## src/rtl/func_interp.sv

```systemverilog
// rtl/func_interp.sv - three-stage LUT linear interpolator with valid/ready streams
//
// Purpose: drives an activation-function LUT address from the integer bits of
// the incoming sample, then blends the returned base/next entries using the
// fractional bits. Output backpressure stalls the whole pipeline.
//
// Ports:
//   clk, rst               clock (rising edge), asynchronous active-high reset
//   in_x/in_valid/in_ready input sample stream (signed)
//   lut_addr               LUT address, integer bits of the sample in stage A
//   lut_base/lut_next      combinational LUT return (signed)
//   out_y/out_valid/out_ready  interpolated result stream (signed, saturated)
//   out_cnt                wrapping count of results accepted downstream
module func_interp #(
  parameter int WIDTH  = 8,
  parameter int ADDR_W = 4,
  parameter int CNT_W  = 16
) (
  input  logic                    clk,
  input  logic                    rst,
  input  logic signed [WIDTH-1:0] in_x,
  input  logic                    in_valid,
  output logic                    in_ready,
  output logic [ADDR_W-1:0]       lut_addr,
  input  logic signed [WIDTH-1:0] lut_base,
  input  logic signed [WIDTH-1:0] lut_next,
  output logic signed [WIDTH-1:0] out_y,
  output logic                    out_valid,
  input  logic                    out_ready,
  output logic [CNT_W-1:0]        out_cnt
);

  localparam int FRAC_W = WIDTH - ADDR_W;

  logic                    stall;
  logic                    a_valid;
  logic signed [WIDTH-1:0] a_x;
  logic                    b_valid;
  logic signed [WIDTH-1:0] b_base;
  logic signed [WIDTH-1:0] b_next;
  logic [FRAC_W-1:0]       b_frac;

  logic signed [WIDTH:0]        diff;
  logic signed [WIDTH+FRAC_W:0] prod;
  logic signed [WIDTH+FRAC_W:0] shifted;
  logic signed [WIDTH+1:0]      y;
  logic signed [WIDTH+1:0]      y_sat;

  // Clamp bounds in the widened y domain.
  localparam logic signed [WIDTH+1:0] Y_MAX = $signed({3'b000, {(WIDTH-1){1'b1}}});
  localparam logic signed [WIDTH+1:0] Y_MIN = $signed({3'b111, {(WIDTH-1){1'b0}}});

  // A held output freezes every stage so nothing in flight is overwritten.
  assign stall    = out_valid & ~out_ready;
  assign in_ready = ~stall;
  assign lut_addr = a_x[WIDTH-1:FRAC_W];

  always_comb begin
    diff    = {b_next[WIDTH-1], b_next} - {b_base[WIDTH-1], b_base};
    // Fraction is zero-extended so it multiplies as a non-negative weight.
    prod    = $signed({{FRAC_W{diff[WIDTH]}}, diff}) *
              $signed({{(WIDTH+1){1'b0}}, b_frac});
    // Arithmetic shift: rounds toward minus infinity.
    shifted = prod >>> FRAC_W;
    // |shifted| < 2^WIDTH, so the low WIDTH+2 bits carry the full value.
    y       = {{2{b_base[WIDTH-1]}}, b_base} + shifted[WIDTH+1:0];
    if (y > Y_MAX) begin
      y_sat = Y_MAX;
    end else if (y < Y_MIN) begin
      y_sat = Y_MIN;
    end else begin
      y_sat = y;
    end
  end

  always_ff @(posedge clk or posedge rst) begin
    if (rst) begin
      a_valid   <= 1'b0;
      a_x       <= '0;
      b_valid   <= 1'b0;
      b_base    <= '0;
      b_next    <= '0;
      b_frac    <= '0;
      out_valid <= 1'b0;
      out_y     <= '0;
    end else if (!stall) begin
      a_valid <= in_valid;
      if (in_valid) begin
        a_x <= in_x;
      end
      b_valid   <= a_valid;
      b_base    <= lut_base;
      b_next    <= lut_next;
      b_frac    <= a_x[FRAC_W-1:0];
      out_valid <= b_valid;
      if (b_valid) begin
        out_y <= y_sat[WIDTH-1:0];
      end
    end
  end

  always_ff @(posedge clk or posedge rst) begin
    if (rst) begin
      out_cnt <= '0;
    end else if (out_valid && out_ready) begin
      out_cnt <= out_cnt + CNT_W'(1);
    end
  end

endmodule

```

## config.mk

```make
export PLATFORM = sky130hd
export DESIGN_NAME = func_interp
export DESIGN_NICKNAME = d
export VERILOG_FILES = /design/src/rtl/func_interp.sv
export SDC_FILE = /design/constraint.sdc
export NUM_CORES = 1
export LEC_CHECK = 0
export ABC_AREA = 1
export BUFFER_PORTS_ARGS = -buffer_cell sky130_fd_sc_hd__buf_4
export CAP_MARGIN = 20
export CORE_MARGIN = 2
export CORE_UTILIZATION = 55
export DETAILED_ROUTE_END_ITERATION = 16
export GPL_ROUTABILITY_DRIVEN = 0
export PLACE_DENSITY_LB_ADDON = 0.1
export SYNTH_ARGS = -nofsm -noshare
export SYNTH_HDL_FRONTEND = slang
export SYNTH_SLANG_ARGS = --single-unit
export TNS_END_PERCENT = 50
```

## constraint.sdc

```tcl
create_clock -name clk -period 6.5 [get_ports clk]
set_input_delay 0.325 -clock clk [delete_from_list [all_inputs] [get_ports clk]]
set_output_delay 0.325 -clock clk [all_outputs]
set_load 0.01 [all_outputs]
```

* Yosys cells after proc, flatten, opt, wreduce, memory -nomap -nowiden *
Cells that the tools add are included.
Widths: inputs -> output; s select.

operators by class
  divide/modulo/power cells = 0
  mux-type cells = 2
  add/subtract/negate cells = 3
  $lt $le $gt $ge = 2
  $mul = 1
  reduce and logical (&&, ||, !) cells = 3
  shift-type cells = 0
  eq/ne operators = 0
  bitwise operators = 3

operator list
  cell                   count
  $add 16x1->16 const B  1
  $mux 8                 2
  $mul 9x5->13           1
  $add 8x9->10           1
  $gt 10x8->1 const B    1
  $lt 10x8->1 const B    1
  $sub 8x8->9            1
  $reduce_and 2->1       2
  $not 1->1              2
  $and 1x1->1            1
  $logic_and 1x1->1      1

word-level totals
  memory bits (writable) = 0
  bits in latches = 0
  bits in read-only memories = 0
  register bits = 55
  output and inout port bits = 30
  memories = 0
  logic and storage cells = 23

* Depth between registers and ports, before layout *
Gate-level depths: netlist (run 1).

  depth after elaboration = 6
  gate-level depth with buffers = 35

* Worst setup path before layout (run 1) *
Ideal clock, no wire load.

  path kind = flip-flop to flip-flop
  start = register b_base[0]
  end = register out_y[2]
  setup time = 124 ps
  buffers on the path = 0
  path slack = 1208 ps
  required time = 6376 ps
  arrival = 5168 ps
  cell stages (with the launch flop) = 29
  cell sequence = dfrtp_1 ha_1 fa_1 inv_1 nand2_1 nand2_1 nand2_1 xor2_1 nor2_1 ha_1 fa_1 inv_1 fa_1 inv_1 ha_1 nand2_1 inv_1 a21oi_1 nand2_1 a21o_1 xor2_1 ha_1 a21o_1 a21oi_1 nand3_1 nand2_2 nand2_1 a21oi_4 a21oi_1

between the ends
  longest elaborated chain between the ends = 6
  elaborated cells between the ends (all ways) = 7
  classes of those cells = add/sub: 2; mul: 1; order compare: 2; mux: 2

ends and longest elaborated chain
  what                    line  text
  start, declared         39    logic signed [WIDTH-1:0] b_base;
  start signal, assigned  92    b_base <= lut_base;
  $sub 8x8->9             59    diff = {b_next[WIDTH-1], b_next} - {b_base[WIDTH-1], b_base};
  $mul 9x5->13            61    prod = $signed({{FRAC_W{diff[WIDTH]}}, diff}) *
  $add 8x9->10 *          66    y = {{2{b_base[WIDTH-1]}}, b_base} + shifted[WIDTH+1:0];
  $lt 10x8->1             69    end else if (y < Y_MIN) begin
  $mux 8                  69
  $mux 8 *                67    if (y > Y_MAX) begin
  end signal, assigned    97    out_y <= y_sat[WIDTH-1:0];
  end, declared           27    output logic signed [WIDTH-1:0] out_y,

Every way passes the cells marked *; elsewhere a longest branch is shown, timed or not.
A chain may end at the register's enable or synchronous reset.

* Worst setup path in the final report (run 1) *
  start = register b_base[0]
  end = register out_y[4]

The elaborated chain is that of the path after synthesis.

==> results of run 1 <==
layout make-up:
type                    instances  area [µm²]  share of cell area
clock buffers                   6        72.6              0.0147
clock inverters                 2        38.8             0.00785
inverters                      99         372              0.0752
multi-input cells             375        2520               0.510
flip-flops and latches         55        1380               0.278
well taps                     102         128              0.0258
repair buffers                 58         435              0.0881
worst paths after layout:
check                             from        end
hold reg to reg                 a_x[0]  b_frac[0]
setup / recovery             b_base[0]   out_y[4]
hold / removal                     rst     a_x[6]
max in group asynchronous          rst  b_base[2]
min in group clk           lut_next[3]  b_next[3]
setup reg to reg             b_base[0]   out_y[4]
Yosys cell counts, types with 4 or more instances:
master	number
nand2_1	128
nor2_2	4
nand4_1	6
nor2_1	43
buf_4	4
inv_1	93
nand3_1	23
inv_2	4
dfrtp_1	55
xor2_1	18
nand2_2	9
mux2_2	8
ha_1	39
a21oi_1	20
fa_1	19
xnor2_1	11
o21ai_0	19
through the flow:
stage	area, µm²	setup slack, ns
3_3_place_gp	4830	0.935
5_1_grt	4940	0.306
4_1_cts	4940	0.746
2_1_floorplan	4310	1.21
3_5_place_dp	4830	0.790
6_report	4940	0.739
registers in the layout, summed over array words and instances (netlist names):
| register | flops |
|---|---|
| b_valid | 1 |
| out_valid | 1 |
| out_y | 8 |
| a_x | 8 |
| b_next | 8 |
| a_valid | 1 |
| b_base | 8 |
| b_frac | 4 |
| out_cnt | 16 |
worst reg2reg max path, delay by kind of cell (launching register included):
kind            cells  cell delay, ns
compound gates      6            0.89
xor+xnor            1            0.31
fa+ha+maj           7            2.68
buf+inv             5            0.29
flops               1            0.42
simple gates       13            1.06
routing by layer:
layer | GRT usage | up-vias | wire length [µm]
met5 | 0 | - | 0
met4 | 0.0398 | 0 | 51
met3 | 0.0293 | 5 | 296
met2 | 0.348 | 58 | 4150
met1 | 0.310 | 1667 | 4060
li1 | - | 1788 | -
cells by family after synthesis:
kind of cell	Yosys count	synth area share
fa+ha+maj	58	0.201
buf+inv	107	0.0969
mux	8	0.0209
xor+xnor	29	0.0589
flops	55	0.319
compound gates	55	0.0760
simple gates	225	0.227
layout by cell type, fill, tap and decap left out, types with 2 or more instances in the layout:
cell      instances
xor2_1           18
nand2_2           9
nand2_1         128
o21bai_1          2
ha_1             39
nand3_2           2
clkinv_1          2
o21ai_0          19
nor2_1           43
o21ai_1           3
a21o_1            3
fa_1             19
clkbuf_8          5
dfrtp_1          55
nand3_1          23
xnor2_1          11
nor2_2            4
nand4_1           6
inv_2             5
mux2_2            8
a21oi_1          20
nor3_1            3
buf_4            58
inv_1            92
==> run metrics, run 1 <==
status completed; clock buffer depth 2; CP max stage cell fa_1; Clock Skew around 0.010 ns; Worst path most repeated cell nand2_1; vias in the first global route about 3,300; post-synth cell types 41; worst-path fanout max 5; Post-CTS Setup Repair Bufs 0; RSZ-0062 raised after global routing no; row count 32; IO Count 58; Tcrit/Tclk final 0.886; GRT Total Usage 0.214; CTS tree done; Die ar. 8570 µm²; largest net degree at the start of global routing 56; Data arrival, critical path 5.96 ns; CTS sink count 55; minimum clock period 5.76 ns; initial antenna violation count 0; DRC viols 0; Yosys reg bits 55; Crit Path Class register to register; CP max stage delay 0.53 ns; root buf cell clkbuf_8; first-pass GRT wire length 14,800 µm; Worst-Skew Late Latency 0.31 ns; cts hold-fix bufs 0; syn avg cell area 8.03 µm²; Synth area leader dfrtp_1; chip height 92.6 µm; total CTS buffers 5; ys async rst share 1.00; antenna-violating nets left 0; hold crit path type input pin to asynchronous set/reset pin; Die W 92.6 µm; Post-Syn Nets just over 600; Final Non-Filler Cells 697; final hold violations 0; Routed WL per cell 12.3 µm; routed via count 3,518; critical path data required time 6.70 ns; synth top area cells dfrtp_1 32%, ha_1 11%, nand2_1 11%, fa_1 8.8%, inv_1 8.1%; Slew @ Worst Pin 0.718 ns; router iterations before antenna repair 5; Layout fillers approximately 680; grt ovf 0; number of port buffers 57; # setup viols final 0; ys flop type dfrtp_1; Bufs and invs on worst path 5; htree depth 2; startpoint types register; worst hold margin 0.185 ns; reg2reg setup slack 0.74 ns; MaxCap Viol Count 0; Synth Cell Area 4310 µm²; setup TNS 0 ns; Initial Util 0.564; # resized after CTS 0; FMAX 174 MHz; Via density 5.05; critical path depth 32; share of cells above drive strength 1 0.170; P&R area growth vs syn 14.6%; post-synthesis sequential area ratio 0.319; delay-heaviest family, CP adder cells; Synthesis Warnings 0; slew margin rel. 0.519; Reg2Reg Depth 32; Gate Count Post-Synth between 500 and 600; Clock transition at path regs 0.10 ns; initial DRC count approximately 180; post-synth top area share 0.319; Final #Nets 680; Post-synth EDFFs 0; post-layout util 0.646; placed insts 689; core area around 7600 µm²; WL final roughly 8600 µm; Post-DP HPWL about 7000 µm; Final Max Slew Viols 0; diode count 0; Critical Path End Type register
Power of run 1 is left out: the tool's default activity adds up to more than one toggle a clock period on the data nets, which glitch-free logic cannot reach.
==> run 2: changes to the inputs <==
--- a/config.mk
+++ b/config.mk
@@ -5,7 +5,6 @@
 export SDC_FILE = /design/constraint.sdc
 export NUM_CORES = 1
 export LEC_CHECK = 0
-export ABC_AREA = 1
 export BUFFER_PORTS_ARGS = -buffer_cell sky130_fd_sc_hd__buf_4
 export CAP_MARGIN = 20
 export CORE_MARGIN = 2
==> run 2 against run 1 <==
Against the previous run: utilization increased by 1.5 points; routed wire length increased by 1.2%; die area decreased by 1.5%; synthesized cell count decreased by 19%; worst hold slack got worse by 0.0012 ns; largest cell class unchanged.
==> run metrics, run 2 <==
Synthesis Warnings 0; hold crit path type input pin to asynchronous set/reset pin; Seq. cell area 1380 µm²; number of port buffers 57; CP startpoint b_base[0]; P&R area growth vs syn 18.4%; CP max stage cell fa_1; DRC viols 0; delay-heaviest family, CP adder cells; Data arrival, critical path 6.52 ns; GRT Total Usage 0.209; root buf cell clkbuf_8; Synth area leader dfrtp_1; Die ar. 8440 µm²; Die W 91.9 µm; post-synth top area share 0.324; Largest register FFs 16; Initial Util 0.558; Crit Path Class register to register; Routed WL per cell between 10 and 15 µm; first-pass GRT wire length 14,400 µm; grt ovf 0; slew margin rel. 0.550; Gate Count Post-Synth 437; htree depth 2; most common cell in the synthesized netlist dfrtp_1; Synth Cell Area 4250 µm²; worst-path fanout max 7; Worst-Skew Late Latency ~0.32 ns; vias in the first global route 3,122; R2R Path Start b_base[0]; most frequent cells in the layout 70 x buf_4, 55 x dfrtp_1, 44 x inv_1; antenna-violating nets left 0; Clock Skew around 0.012 ns; WL final about 8700 µm; initial antenna violation count 0; Final #Nets 585; synth top area cells dfrtp_1 32%, ha_1 11%, fa_1 9.0%, mux2_2 5.6%, xnor2_1 4.1%; status completed; Tcrit/Tclk final 0.969; ys flop type dfrtp_1; chip height 91.9 µm; diode count 0; setup TNS 0 ns; initial DRC count 104; minimum clock period roughly 6.3 ns; Multi-input gate area about 2700 µm²; startpoint types register; final hold violations 0; row count 32; MaxCap Viol Count 0; Post-DP HPWL a little under 7000 µm; routed via count 3,197; Final Max Slew Viols 0; post-layout util 0.661; CTS sink count 55; total CTS buffers 5; RSZ-0062 raised after global routing no; Critical Path End Type register; # setup viols final 0; IO Count a little under 60; router iterations before antenna repair 4; FMAX 159 MHz; post-synth cell types 52; Post-Syn Nets 523; post-synthesis sequential area ratio 0.324; cts hold-fix bufs 0; worst hold margin 0.183 ns; Clock transition at path regs 0.11 ns; ys async rst share 1.00; syn avg cell area 9.72 µm²; Bufs and invs on worst path 2; most flop-heavy register out_cnt; Slew @ Worst Pin just under 0.7 ns; CTS tree done; clock buffer depth 2; core area 7610 µm²; Yosys reg bits 55; Post-synth EDFFs 0; Via density ~5.3; share of cells above drive strength 1 0.266; CP max stage delay 0.54 ns; critical path data required time 6.72 ns; most instantiated cells after synthesis 55 x dfrtp_1, 45 x inv_1, 39 x ha_1, 32 x nand2_1, 27 x nor2_1; largest net degree at the start of global routing between 50 and 60; commonest non-fill, non-tap cell in the layout buf_4; Layout fillers 622
==> run 2: changes by cell type after synthesis, moves of 13 or more <==
cell,before,now
nor2_1,43,27
a21oi_1,20,6
and2_1,0,20
nand2_1,128,32
inv_1,93,45
mux2_2,8,21
==> run 2: layer usage <==
metal	global-route usage	part of all wire	vias to the layer above
met3	0.0345	0.030	10
li1	-	-	1602
met5	0	0	-
met4	0.0485	0.013	0
met1	0.295	0.48	1532
met2	0.341	0.47	53
==> run 2: final cells by class <==
class | instances | share of cell area
timing repair buffer | 70 | 0.104
clock inverter | 3 | 0.00448
clock buffer | 5 | 0.0137
sequential | 55 | 0.274
tap | 102 | 0.0254
inverter | 45 | 0.0336
multi-input combinational | 322 | 0.545
==> run 2: cell families (layout without fill, tap and decap cells) <==
| family | count (synthesis) | after routing | synth area share |
|---|---|---|---|
| AOI/OAI and AO/OA | 73 | 73 | 0.122 |
| adders and majority gates | 58 | 58 | 0.204 |
| buffers and inverters | 60 | 123 | 0.0568 |
| xor gates and xnor gates | 29 | 29 | 0.0598 |
| muxes | 26 | 26 | 0.0686 |
| and+or+nand+nor | 136 | 136 | 0.165 |
| DFF | 55 | 55 | 0.324 |
==> run 2: metrics by stage <==
| stage | setup WS (ns) | instances | instance area, µm² |
|---|---|---|---|
| global placement | 0.164 | 589 | 4790 |
| floorplan | 0.355 | 437 | 4250 |
| finish | 0.202 | 602 | 5030 |
| global route | 0.00586 | 602 | 5030 |
| detailed placement | 0.0150 | 589 | 4790 |
| CTS | 0.0624 | 597 | 4890 |
==> run 2: worst reg2reg max path: stages, from the launching register on <==
cell and delay, ns:
dfrtp_1 0.41, ha_2 0.20, fa_2 0.40, nor2b_2 0.14, o21ai_2 0.08, nor2b_2 0.17
xnor2_2 0.20, and2_4 0.18, ha_4 0.19, fa_1 0.54, inv_1 0.06, fa_1 0.53
inv_1 0.04, ha_1 0.21, a2111o_1 0.30, a31oi_2 0.20, nor2_1 0.09, and2_4 0.18
nor2_2 0.11, xnor2_1 0.11, ha_2 0.23, or2_4 0.26, or4_1 0.46, mux2_4 0.30
a21oi_4 0.27, nor2_2 0.07, o31a_1 0.28
==> run 2: final timing paths <==
check,end,slack (ns),cells after the start
max in group asynchronous,out_cnt[15],5.87,3
setup / recovery,out_y[5],0.20,26
min in group clk,b_base[6],0.21,3
setup reg to reg,out_y[5],0.20,26
hold / removal,a_x[7],0.18,3
hold reg to reg,out_cnt[15],0.50,1
==> run 2: timing repair <==
item	CTS	global route
pin swaps	0	17
cloned	0	0
resized for setup	1	31
endpoints found under the setup margin	5	8
buffers inserted	0	5
Power of run 2 is left out for the same reason.
==> run 3: changes to the inputs <==
--- a/config.mk
+++ b/config.mk
@@ -5,13 +5,15 @@
 export SDC_FILE = /design/constraint.sdc
 export NUM_CORES = 1
 export LEC_CHECK = 0
+export ABC_AREA = 1
 export BUFFER_PORTS_ARGS = -buffer_cell sky130_fd_sc_hd__buf_4
 export CAP_MARGIN = 20
 export CORE_MARGIN = 2
-export CORE_UTILIZATION = 55
+export CORE_UTILIZATION = 59
 export DETAILED_ROUTE_END_ITERATION = 16
 export GPL_ROUTABILITY_DRIVEN = 0
 export PLACE_DENSITY_LB_ADDON = 0.1
+export SLEW_MARGIN = 25
 export SYNTH_ARGS = -nofsm -noshare
 export SYNTH_HDL_FRONTEND = slang
 export SYNTH_SLANG_ARGS = --single-unit
==> run 3 against run 2 <==
Against the previous run: critical path type unchanged; fmax up 8.2%; critical path depth rose by 7; sequential share of layout area is 0.51 points higher; non-clock buffer count decreased by 12; clock-buffer cell count grew 1; worst hold slack gained 0.0013 ns; via count rose by 9.0%.
==> run metrics, run 3 (same netlist as run 1, synthesis figures left out) <==
MaxCap Viol Count 0; Clock Skew 0.00730 ns; WL final 8840 µm; share of cells above drive strength 1 0.170; total CTS buffers 5; minimum clock period 5.82 ns; Die W between 80 and 90 µm; clock buffer depth 2; first-pass GRT wire length 15,000 µm; Layout fillers slightly above 600; Worst-Skew Late Latency 0.32 ns; Slew @ Worst Pin roughly 0.72 ns; largest net degree at the start of global routing 56; cts hold-fix bufs 0; chip height 89.5 µm; Die ar. 8010 µm²; Clock transition at path regs 0.10 ns; IO Count 58; grt ovf 0; startpoint types register; GRT Total Usage 0.240; vias in the first global route 3,465; pre-CTS setup slack approximately 0.74 ns; CTS tree done; htree depth 2; # setup viols final 0; Bufs and invs on worst path 6; commonest non-fill, non-tap cell in the layout nand2_1; number of port buffers 57; final hold violations 0; worst-path fanout max 6; Data arrival, critical path 6.07 ns; diode count 0; Initial Util 0.601; row count 31; FMAX 172 MHz; CP max stage cell fa_1; hold crit path type input pin to asynchronous set/reset pin; critical path data required time approximately 6.8 ns; core area 7180 µm²; Tcrit/Tclk final 0.895; P&R area growth vs syn 14.5%; worst hold margin 0.185 ns; delay-heaviest family, CP adder cells; setup TNS 0 ns; Final Max Slew Viols 0; PnR worst setup slack 0.681 ns; Critical Path End Type register; Multi-input gate area 2520 µm²; Post-CTS Setup Repair Bufs 0; CTS sink count 55; RSZ-0062 raised after global routing no; status completed; Worst path most repeated cell nand2_1; CP max stage delay 0.54 ns; Routed WL per cell between 10 and 15 µm; most flop-heavy register out_cnt; Post-DP HPWL 7150 µm; Via density between 5 and 6; Seq. cell area 1380 µm²; initial antenna violation count 0; router iterations before antenna repair 4; placed insts 686; most frequent cells in the layout 128 x nand2_1, 92 x inv_1, 58 x buf_4; DRC viols 0; Final #Nets 680; # resized after CTS 0; slew margin rel. 0.515; root buf cell clkbuf_8; routed via count 3,485; Crit Path Class register to register; Largest register FFs 16; Final Non-Filler Cells 694; initial DRC count 128; antenna-violating nets left 0
==> run 3: changes by cell type in the layout (fill, tap and decap cells not counted), moves of 8 or more <==
cell,delta
xnor2_1,-8
xor2_1,+9
nor2_1,+17
inv_1,+48
and2_1,-18
nand2_1,+96
nand2b_1,-9
nor2b_1,-9
nand2_2,+9
mux2_2,-13
buf_4,-12
a21oi_1,+15
nand3_1,+11
o21a_1,-9
==> run 3: final timing paths <==
path	from	to	slack (ns)	cells past startpoint
max	b_base[0]	out_y[0]	0.68	33
min	rst	a_x[7]	0.18	3
max reg2reg	b_base[0]	out_y[0]	0.68	33
min reg2reg	a_x[1]	b_frac[1]	0.49	2
max in group asynchronous	rst	b_next[0]	5.85	3
min in group clk	lut_next[6]	b_next[6]	0.20	3
==> run 3: metrics by stage <==
| stage | area (µm²) | util |
|---|---|---|
| global placement | 4830 | 0.673 |
| CTS | 4940 | 0.688 |
| detailed placement | 4830 | 0.673 |
| floorplan | 4310 | - |
| finish | 4940 | 0.688 |
| global route | 4940 | 0.688 |
==> run 3: cell type report <==
cell class,instances,share of cell area
multi-input cells,375,0.510
flip-flops and latches,55,0.279
repair buffers,58,0.0882
inverters,99,0.0752
well taps,99,0.0251
clock buffers,6,0.0147
clock inverters,2,0.00785
==> run 3: tightest hold or removal path, cell delays in order <==
cell,delay (ns)
buf_4,0.11
inv_2,0.03
buf_4,0.53
==> run 3: metal layers <==
layer,part of all wire,global-route usage,routed length (µm),up-vias
li1,-,-,-,1784
met1,0.48,0.333,4220,1624
met2,0.48,0.396,4240,62
met3,0.027,0.0305,239,15
met4,0.016,0.0706,140,0
met5,0,0,0,-
Power of run 3 is left out for the same reason.
